--- src/rtl/axi_pkg.sv ---
// Shared AXI-Lite definitions: response codes, master FSM encoding and the
// default bus geometry used by both the master and the coprocessor slave.
package axi_pkg;

  localparam int AXI_ADDR_W = 5;
  localparam int AXI_DATA_W = 32;

  localparam logic [1:0] RESP_OKAY   = 2'b00;
  localparam logic [1:0] RESP_EXOKAY = 2'b01;
  localparam logic [1:0] RESP_SLVERR = 2'b10;
  localparam logic [1:0] RESP_DECERR = 2'b11;

  typedef enum logic [2:0] {
    ST_IDLE,
    ST_WR,
    ST_WR_RESP,
    ST_RD_ADDR,
    ST_RD_DATA,
    ST_RSP
  } master_state_e;

endpackage

--- src/rtl/axi_wait_timer.sv ---
// Saturating wait-state counter: expired_o flags the LIMIT-th enabled cycle
// since the last clear. Only used when AXI_MASTER_TIMEOUT_EN is defined.
module axi_wait_timer #(
  parameter int LIMIT = 256
) (
  input  logic clk,
  input  logic rst_n,
  input  logic clear_i,
  input  logic enable_i,
  output logic expired_o
);

  localparam int               CNT_W = (LIMIT > 1) ? $clog2(LIMIT) : 1;
  localparam logic [CNT_W-1:0] LAST  = CNT_W'(LIMIT - 1);

  logic [CNT_W-1:0] count_q, count_d;

  always_comb begin
    count_d = count_q;
    if (clear_i) begin
      count_d = '0;
    end else if (enable_i && (count_q != LAST)) begin
      count_d = count_q + 1'b1;
    end
  end

  // NOTE: state registers use non-blocking assignments so every flop samples
  // values from before the edge, regardless of block evaluation order.
  always_ff @(posedge clk or negedge rst_n) begin
    if (!rst_n) begin
      count_q <= '0;
    end else begin
      count_q <= count_d;
    end
  end

  assign expired_o = enable_i && (count_q == LAST);

endmodule

--- src/rtl/axi_lite_master.sv ---
// AXI4-Lite initiator: one command in, one AXI-Lite transaction out, one
// response back. Optional wait-state timeout under AXI_MASTER_TIMEOUT_EN.
module axi_lite_master
  import axi_pkg::*;
#(
  parameter int ADDR_W         = AXI_ADDR_W,
  parameter int DATA_W         = AXI_DATA_W,
  parameter int TIMEOUT_CYCLES = 256
) (
  input  logic                m_axi_aclk,
  input  logic                m_axi_aresetn,
  // command / response side
  input  logic                cmd_valid,
  output logic                cmd_ready,
  input  logic                cmd_write,
  input  logic [ADDR_W-1:0]   cmd_addr,
  input  logic [DATA_W-1:0]   cmd_wdata,
  input  logic [DATA_W/8-1:0] cmd_wstrb,
  output logic                rsp_valid,
  input  logic                rsp_ready,
  output logic [DATA_W-1:0]   rsp_rdata,
  output logic [1:0]          rsp_resp,
  // write address / data / response channels
  output logic [ADDR_W-1:0]   m_axi_awaddr,
  output logic                m_axi_awvalid,
  input  logic                m_axi_awready,
  output logic [DATA_W-1:0]   m_axi_wdata,
  output logic [DATA_W/8-1:0] m_axi_wstrb,
  output logic                m_axi_wvalid,
  input  logic                m_axi_wready,
  input  logic [1:0]          m_axi_bresp,
  input  logic                m_axi_bvalid,
  output logic                m_axi_bready,
  // read address / data channels
  output logic [ADDR_W-1:0]   m_axi_araddr,
  output logic                m_axi_arvalid,
  input  logic                m_axi_arready,
  input  logic [DATA_W-1:0]   m_axi_rdata,
  input  logic [1:0]          m_axi_rresp,
  input  logic                m_axi_rvalid,
  output logic                m_axi_rready
);

  master_state_e       state_q, state_d;
  logic                awvalid_q, awvalid_d;
  logic                wvalid_q, wvalid_d;
  logic                arvalid_q, arvalid_d;
  logic [ADDR_W-1:0]   addr_q, addr_d;
  logic [DATA_W-1:0]   wdata_q, wdata_d;
  logic [DATA_W/8-1:0] wstrb_q, wstrb_d;
  logic [DATA_W-1:0]   rdata_q, rdata_d;
  logic [1:0]          resp_q, resp_d;

  logic aw_hs, w_hs, aw_done, w_done;
  logic in_wait, timeout;

  assign aw_hs   = awvalid_q && m_axi_awready;
  assign w_hs    = wvalid_q && m_axi_wready;
  // A channel's valid register doubles as its "still outstanding" flag.
  assign aw_done = aw_hs || !awvalid_q;
  assign w_done  = w_hs || !wvalid_q;

  assign in_wait = (state_q == ST_WR) || (state_q == ST_WR_RESP) ||
                   (state_q == ST_RD_ADDR) || (state_q == ST_RD_DATA);

`ifdef AXI_MASTER_TIMEOUT_EN
  axi_wait_timer #(
    .LIMIT (TIMEOUT_CYCLES)
  ) u_wait_timer (
    .clk       (m_axi_aclk),
    .rst_n     (m_axi_aresetn),
    .clear_i   (state_d != state_q),
    .enable_i  (in_wait),
    .expired_o (timeout)
  );
`else
  localparam int unused_timeout_cycles = TIMEOUT_CYCLES;
  logic unused_in_wait;
  assign unused_in_wait = in_wait;
  assign timeout        = 1'b0;
`endif

  // NOTE: every always_comb output gets a default first so no path through
  // the case statement can leave a value unassigned and infer a latch.
  always_comb begin
    state_d   = state_q;
    awvalid_d = awvalid_q;
    wvalid_d  = wvalid_q;
    arvalid_d = arvalid_q;
    addr_d    = addr_q;
    wdata_d   = wdata_q;
    wstrb_d   = wstrb_q;
    rdata_d   = rdata_q;
    resp_d    = resp_q;

    unique case (state_q)
      ST_IDLE: begin
        if (cmd_valid) begin
          addr_d  = cmd_addr;
          wdata_d = cmd_wdata;
          wstrb_d = cmd_wstrb;
          if (cmd_write) begin
            awvalid_d = 1'b1;
            wvalid_d  = 1'b1;
            state_d   = ST_WR;
          end else begin
            arvalid_d = 1'b1;
            state_d   = ST_RD_ADDR;
          end
        end
      end
      ST_WR: begin
        if (aw_hs) awvalid_d = 1'b0;
        if (w_hs)  wvalid_d  = 1'b0;
        if (aw_done && w_done) state_d = ST_WR_RESP;
      end
      ST_WR_RESP: begin
        if (m_axi_bvalid) begin
          resp_d  = m_axi_bresp;
          rdata_d = '0;
          state_d = ST_RSP;
        end
      end
      ST_RD_ADDR: begin
        if (m_axi_arready) begin
          arvalid_d = 1'b0;
          state_d   = ST_RD_DATA;
        end
      end
      ST_RD_DATA: begin
        if (m_axi_rvalid) begin
          rdata_d = m_axi_rdata;
          resp_d  = m_axi_rresp;
          state_d = ST_RSP;
        end
      end
      ST_RSP: begin
        if (rsp_ready) state_d = ST_IDLE;
      end
      default: state_d = ST_IDLE;
    endcase

    // Recovery path: abandon the bus transaction and report DECERR.
    if (timeout) begin
      awvalid_d = 1'b0;
      wvalid_d  = 1'b0;
      arvalid_d = 1'b0;
      rdata_d   = '0;
      resp_d    = RESP_DECERR;
      state_d   = ST_RSP;
    end
  end

  always_ff @(posedge m_axi_aclk or negedge m_axi_aresetn) begin
    if (!m_axi_aresetn) begin
      state_q   <= ST_IDLE;
      awvalid_q <= 1'b0;
      wvalid_q  <= 1'b0;
      arvalid_q <= 1'b0;
      addr_q    <= '0;
      wdata_q   <= '0;
      wstrb_q   <= '0;
      rdata_q   <= '0;
      resp_q    <= RESP_OKAY;
    end else begin
      state_q   <= state_d;
      awvalid_q <= awvalid_d;
      wvalid_q  <= wvalid_d;
      arvalid_q <= arvalid_d;
      addr_q    <= addr_d;
      wdata_q   <= wdata_d;
      wstrb_q   <= wstrb_d;
      rdata_q   <= rdata_d;
      resp_q    <= resp_d;
    end
  end

  assign cmd_ready     = (state_q == ST_IDLE);
  assign rsp_valid     = (state_q == ST_RSP);
  assign rsp_rdata     = rdata_q;
  assign rsp_resp      = resp_q;

  assign m_axi_awaddr  = addr_q;
  assign m_axi_awvalid = awvalid_q;
  assign m_axi_wdata   = wdata_q;
  assign m_axi_wstrb   = wstrb_q;
  assign m_axi_wvalid  = wvalid_q;
  assign m_axi_bready  = (state_q == ST_WR_RESP);
  assign m_axi_araddr  = addr_q;
  assign m_axi_arvalid = arvalid_q;
  assign m_axi_rready  = (state_q == ST_RD_DATA);

endmodule

--- config.mk ---
export PLATFORM = sky130hd
export DESIGN_NAME = axi_lite_master
export DESIGN_NICKNAME = d
export VERILOG_FILES = /design/src/rtl/axi_pkg.sv /design/src/rtl/axi_wait_timer.sv /design/src/rtl/axi_lite_master.sv
export SDC_FILE = /design/constraint.sdc
export NUM_CORES = 1
export LEC_CHECK = 0
export ABC_AREA = 1
export CORE_MARGIN = 2
export CORE_UTILIZATION = 44
export CTS_CLUSTER_DIAMETER = 50
export DETAILED_ROUTE_END_ITERATION = 12
export PLACE_DENSITY_LB_ADDON = 0.05
export SYNTH_ARGS = -nofsm -noshare
export SYNTH_HDL_FRONTEND = slang
export SYNTH_SLANG_ARGS = --single-unit
--- constraint.sdc ---
create_clock -name m_axi_aclk -period 4.8 [get_ports m_axi_aclk]
set_clock_uncertainty 0.2 [all_clocks]
set_input_delay 1.44 -clock m_axi_aclk [delete_from_list [all_inputs] [get_ports m_axi_aclk]]
set_output_delay 1.44 -clock m_axi_aclk [all_outputs]
set_load 0.01 [all_outputs]
* Yosys cells after proc, flatten, opt, wreduce, memory -nomap -nowiden
Cells that the tools add are included.
W data, S select, Z words.
** Storage, ports and cells
- Register bits after elaboration :: 81
- Input port bits :: 87
- Output and inout bits :: 87
- Logic and storage cells :: 65
** Operators by class
- Eq/ne operators :: 15
- Mux-type cells :: 24
- Reduce and logical (&&, ||, !) cells :: 17
** Operator list (number)
- $mux W32 :: 2
- $pmux W32 S2 :: 1
- $mux W3 :: 6
- $pmux W3 S6 :: 1
- $ne A2 B2 Y1 const B :: 7
- $reduce_and A4 Y1 :: 3
- $mux W1 :: 7
- $eq A3 B2 Y1 const B :: 2
- $eq A3 B3 Y1 const B :: 2
- $mux W2 :: 3
- $ne A2 B1 Y1 const B :: 3
- $pmux W1 S2 :: 3
- $reduce_and A6 Y1 :: 1
- $reduce_bool A2 Y1 :: 3
- $pmux W2 S2 :: 1
- $eq A3 B1 Y1 const B :: 1
- $logic_and A1 B1 Y1 :: 3
- $logic_not A3 Y1 :: 1
- $reduce_and A3 Y1 :: 1
- $logic_not A1 Y1 :: 2
- $logic_or A1 B1 Y1 :: 2
- $reduce_and A2 Y1 :: 1

* Longest topological paths before layout
- Depth after elaboration :: 5
- Depth in mapped cells :: 10
- Mapped depth without buffers :: 9

* Worst setup path before layout
OpenSTA, ideal clock, no wires.
- Path type :: reg2out
- From :: register state_q[0]
- To :: output port m_axi_rready
- Data arrival time :: 1.002 ns
- Required time :: 3.160 ns
- Path slack :: 2.158 ns
- Cell stages (with the launch flop) :: 5
- Buffers on the path :: 1
- Path through :: dfrtp_1 nor2_2 nand2_2 inv_2 buf_2
** On the way
- Cells in the longest elaborated chain, start to end :: 1
** Ends and longest elaborated chain
- start, declared :: RTL line axi_lite_master.sv:44 : master_state_e state_q, state_d;
- start signal, assigned :: RTL line axi_lite_master.sv:166 : state_q <= state_d;
- $eq A3 B3 Y1 :: RTL line axi_lite_master.sv:191 : assign m_axi_rready = (state_q == ST_RD_DATA);
- end, declared :: RTL line axi_lite_master.sv:41 : output logic m_axi_rready
Every way passes these cells.

* Worst setup path in the final report
Same ends and word-level chain as after synthesis.

==> impl_metrics.json <==
{
  "cp.depth": 4,
  "synth_area_per_cell_um2": 8.79,
  "place_congestion": 0.838,
  "clockBufferDepth": 2,
  "finalHoldViolCount": 0,
  "io_pins": 174,
  "die_y_um": 93.8,
  "ys_warn_count": 0,
  "port_buffers": 173,
  "routedWlPerCell_um": 13.8,
  "die_area_um2": 8800,
  "tns_ps": 0,
  "min_path_cells": 2,
  "rsz0062_at_grt": "no",
  "hold_path_class": "reg -> reg",
  "synthCells": 404,
  "grt_pass1_wl_um": 15000,
  "htreeDepth": 3,
  "dpl.hpwl_um": 6470,
  "path_buf_inv": 2,
  "cts_setup_buffers": 0,
  "critical_path.top_delay_family": "buffers and inverters",
  "die_x_um": 93.8,
  "ys_ff_latch": 81,
  "clk_pin_slew_ps": 70,
  "drt-initial-drc-count": 137,
  "first_global_vias": 3207,
  "irDropWorstVdd_uv": 445,
  "cts_hold_buf": 0,
  "slew_headroom": 0.322,
  "critPathSlowestCell": "clkdlybuf4s50_1",
  "cts_buffers": 9,
  "reg2reg_depth": 6,
  "nets": 651,
  "finalSetupViolCount": 0,
  "grtUsageTotal": 0.216,
  "cts_tree": "done",
  "status": "finished, final reports clean",
  "cap_violations": 0,
  "yosysSeqAreaShare": 0.571,
  "crit_path_max_incr_delay_ps": 520,
  "via_count": 3217,
  "syn_to_final_growth_pct": 55.3,
  "final_min_period_over_clock_period": 0.695,
  "worstPathArrival_ps": 1700,
  "grt_max_degree": 82,
  "via_per_inst": 4.80,
  "cp_cell_sequence": "nor2_2 -> nand2_2 -> inv_2 -> clkdlybuf4s50_1",
  "p_leak_nw": 2.69,
  "fillers": 641,
  "initial_utilization": 0.457,
  "cp_max_fo": 5,
  "finalCriticalPeriod_ps": 3340,
  "n_antenna_cell": 0,
  "firstDrtPassIters": 4,
  "grt_antenna_before_repair": 0,
  "num_rows": 32,
  "critPathRequiredTime_ps": 3160,
  "clockRootBuffer": "clkbuf_8",
  "synth.distinct_cells": 23,
  "core_region_area_um2": 7770,
  "critPathKind": "reg -> out",
  "worst_pin_slew_ps": 1020,
  "fmaxAchievable_mhz": 300,
  "cp-start-kind": "flop",
  "pwr_density_cell_nw_per_um2": 641,
  "whs_ps": 273,
  "maxSlewViolCount": 0,
  "routed_wl_um": 9250,
  "final_cell_area_um2": 5510,
  "syn-num-nets": 491,
  "cts_resized": 0,
  "grt.overflow.total": 0,
  "drcViolationCount": 0,
  "end_kind": "output port",
  "drive_above_1_share": 0.0845,
  "cts_num_sinks": 81,
  "antenna_left": 0,
  "syn_area_um2": 3550,
  "clock_latency_ps": 330,
  "placed_area_um2": 5260
}
worst min-delay path: stages (launching register included):
cell and delay [ps]:
dfrtp_1 350, nand2_1 50, nand2_1 50
stage by stage:
stage               power (mW)  instances  worst slack (ps)  utilization
detailed placement        2.93        655              1230        0.677
CTS                       3.57        670              1460        0.710
global placement          2.89        655              1240        0.677
floorplan                 2.07        404              2160            -
global route              3.79        670              1350        0.710
finish                    3.53        670              1460        0.710
layout make-up:
class	count	area [um2]	area share
clock buffer	10	128	0.0231
clock inverter	5	129	0.0234
inverter	15	58.8	0.0107
multi-input combinational	282	1300	0.236
sequential	81	2030	0.368
tap	102	128	0.0231
timing repair buffer	175	1740	0.316
synth_stat cells, drive strengths merged:
cell type | count | area (um2)
a21boi | 1 | 7.51
nand4 | 1 | 6.26
o21ai | 34 | 170
nor2 | 11 | 75.1
o21bai | 1 | 7.51
inv | 15 | 58.8
clkbuf | 2 | 10.0
dfrtp | 81 | 2030
and2 | 1 | 6.26
nand3 | 38 | 280
nand3b | 2 | 15.0
nand2 | 193 | 732
buf | 24 | 154
sequential cells by signal, indices dropped and copies added (netlist names):
register and cells:
rsp_rdata 32, m_axi_wdata 32, rsp_resp 2, state_q 3, m_axi_awvalid 1, m_axi_wvalid 1
m_axi_arvalid 1, m_axi_araddr 5, m_axi_wstrb 4
kinds of logic after synthesis:
logic type      count (synthesis)  synth area share
compound gates                 36            0.0522
buf+inv                        41            0.0627
flops                          81             0.571
simple gates                  246             0.314
placed cells by master, fill, tap and decap left out, drive strengths merged:
| cell | n |
|---|---|
| bufinv | 4 |
| buf | 3 |
| inv | 15 |
| and2 | 1 |
| dfrtp | 81 |
| nand4 | 1 |
| o21bai | 1 |
| nand2 | 193 |
| clkdlybuf4s50 | 172 |
| clkbuf | 10 |
| a21boi | 1 |
| clkinv | 1 |
| nor2 | 11 |
| o21ai | 34 |
| nand3b | 2 |
| nand3 | 38 |
report_power, final:
group	leakage, nW	internal, mW	switching [mW]
clock	0.127	0.397	0.238
combinational	1.52	0.843	0.868
sequential	1.04	1.00	0.185
total	2.69	2.24	1.29
layer usage:
layer,vias to the layer above,routed length (um),track usage
met3,7,660,0.0433
met5,-,0,0
met4,0,74,0.0688
li1,1587,-,-
met2,113,4440,0.359
met1,1510,4080,0.287
path summary, 6_finish.rpt:
check                                      startpoint  slack, ps                     endpoint
setup / recovery               state_q[0]$_DFFE_PN0P_       1460                 m_axi_rready
hold / removal             m_axi_wdata[7]$_DFFE_PN0P_        270   m_axi_wdata[7]$_DFFE_PN0P_
setup reg to reg               state_q[2]$_DFFE_PN0P_       2520    rsp_rdata[31]$_DFFE_PN0P_
hold reg to reg            m_axi_wdata[7]$_DFFE_PN0P_        270   m_axi_wdata[7]$_DFFE_PN0P_
max in group asynchronous               m_axi_aresetn       2670  m_axi_wdata[19]$_DFFE_PN0P_
min in group asynchronous               m_axi_aresetn       1060    rsp_rdata[19]$_DFFE_PN0P_
No activity file was read; power rests on OpenSTA's default activity.
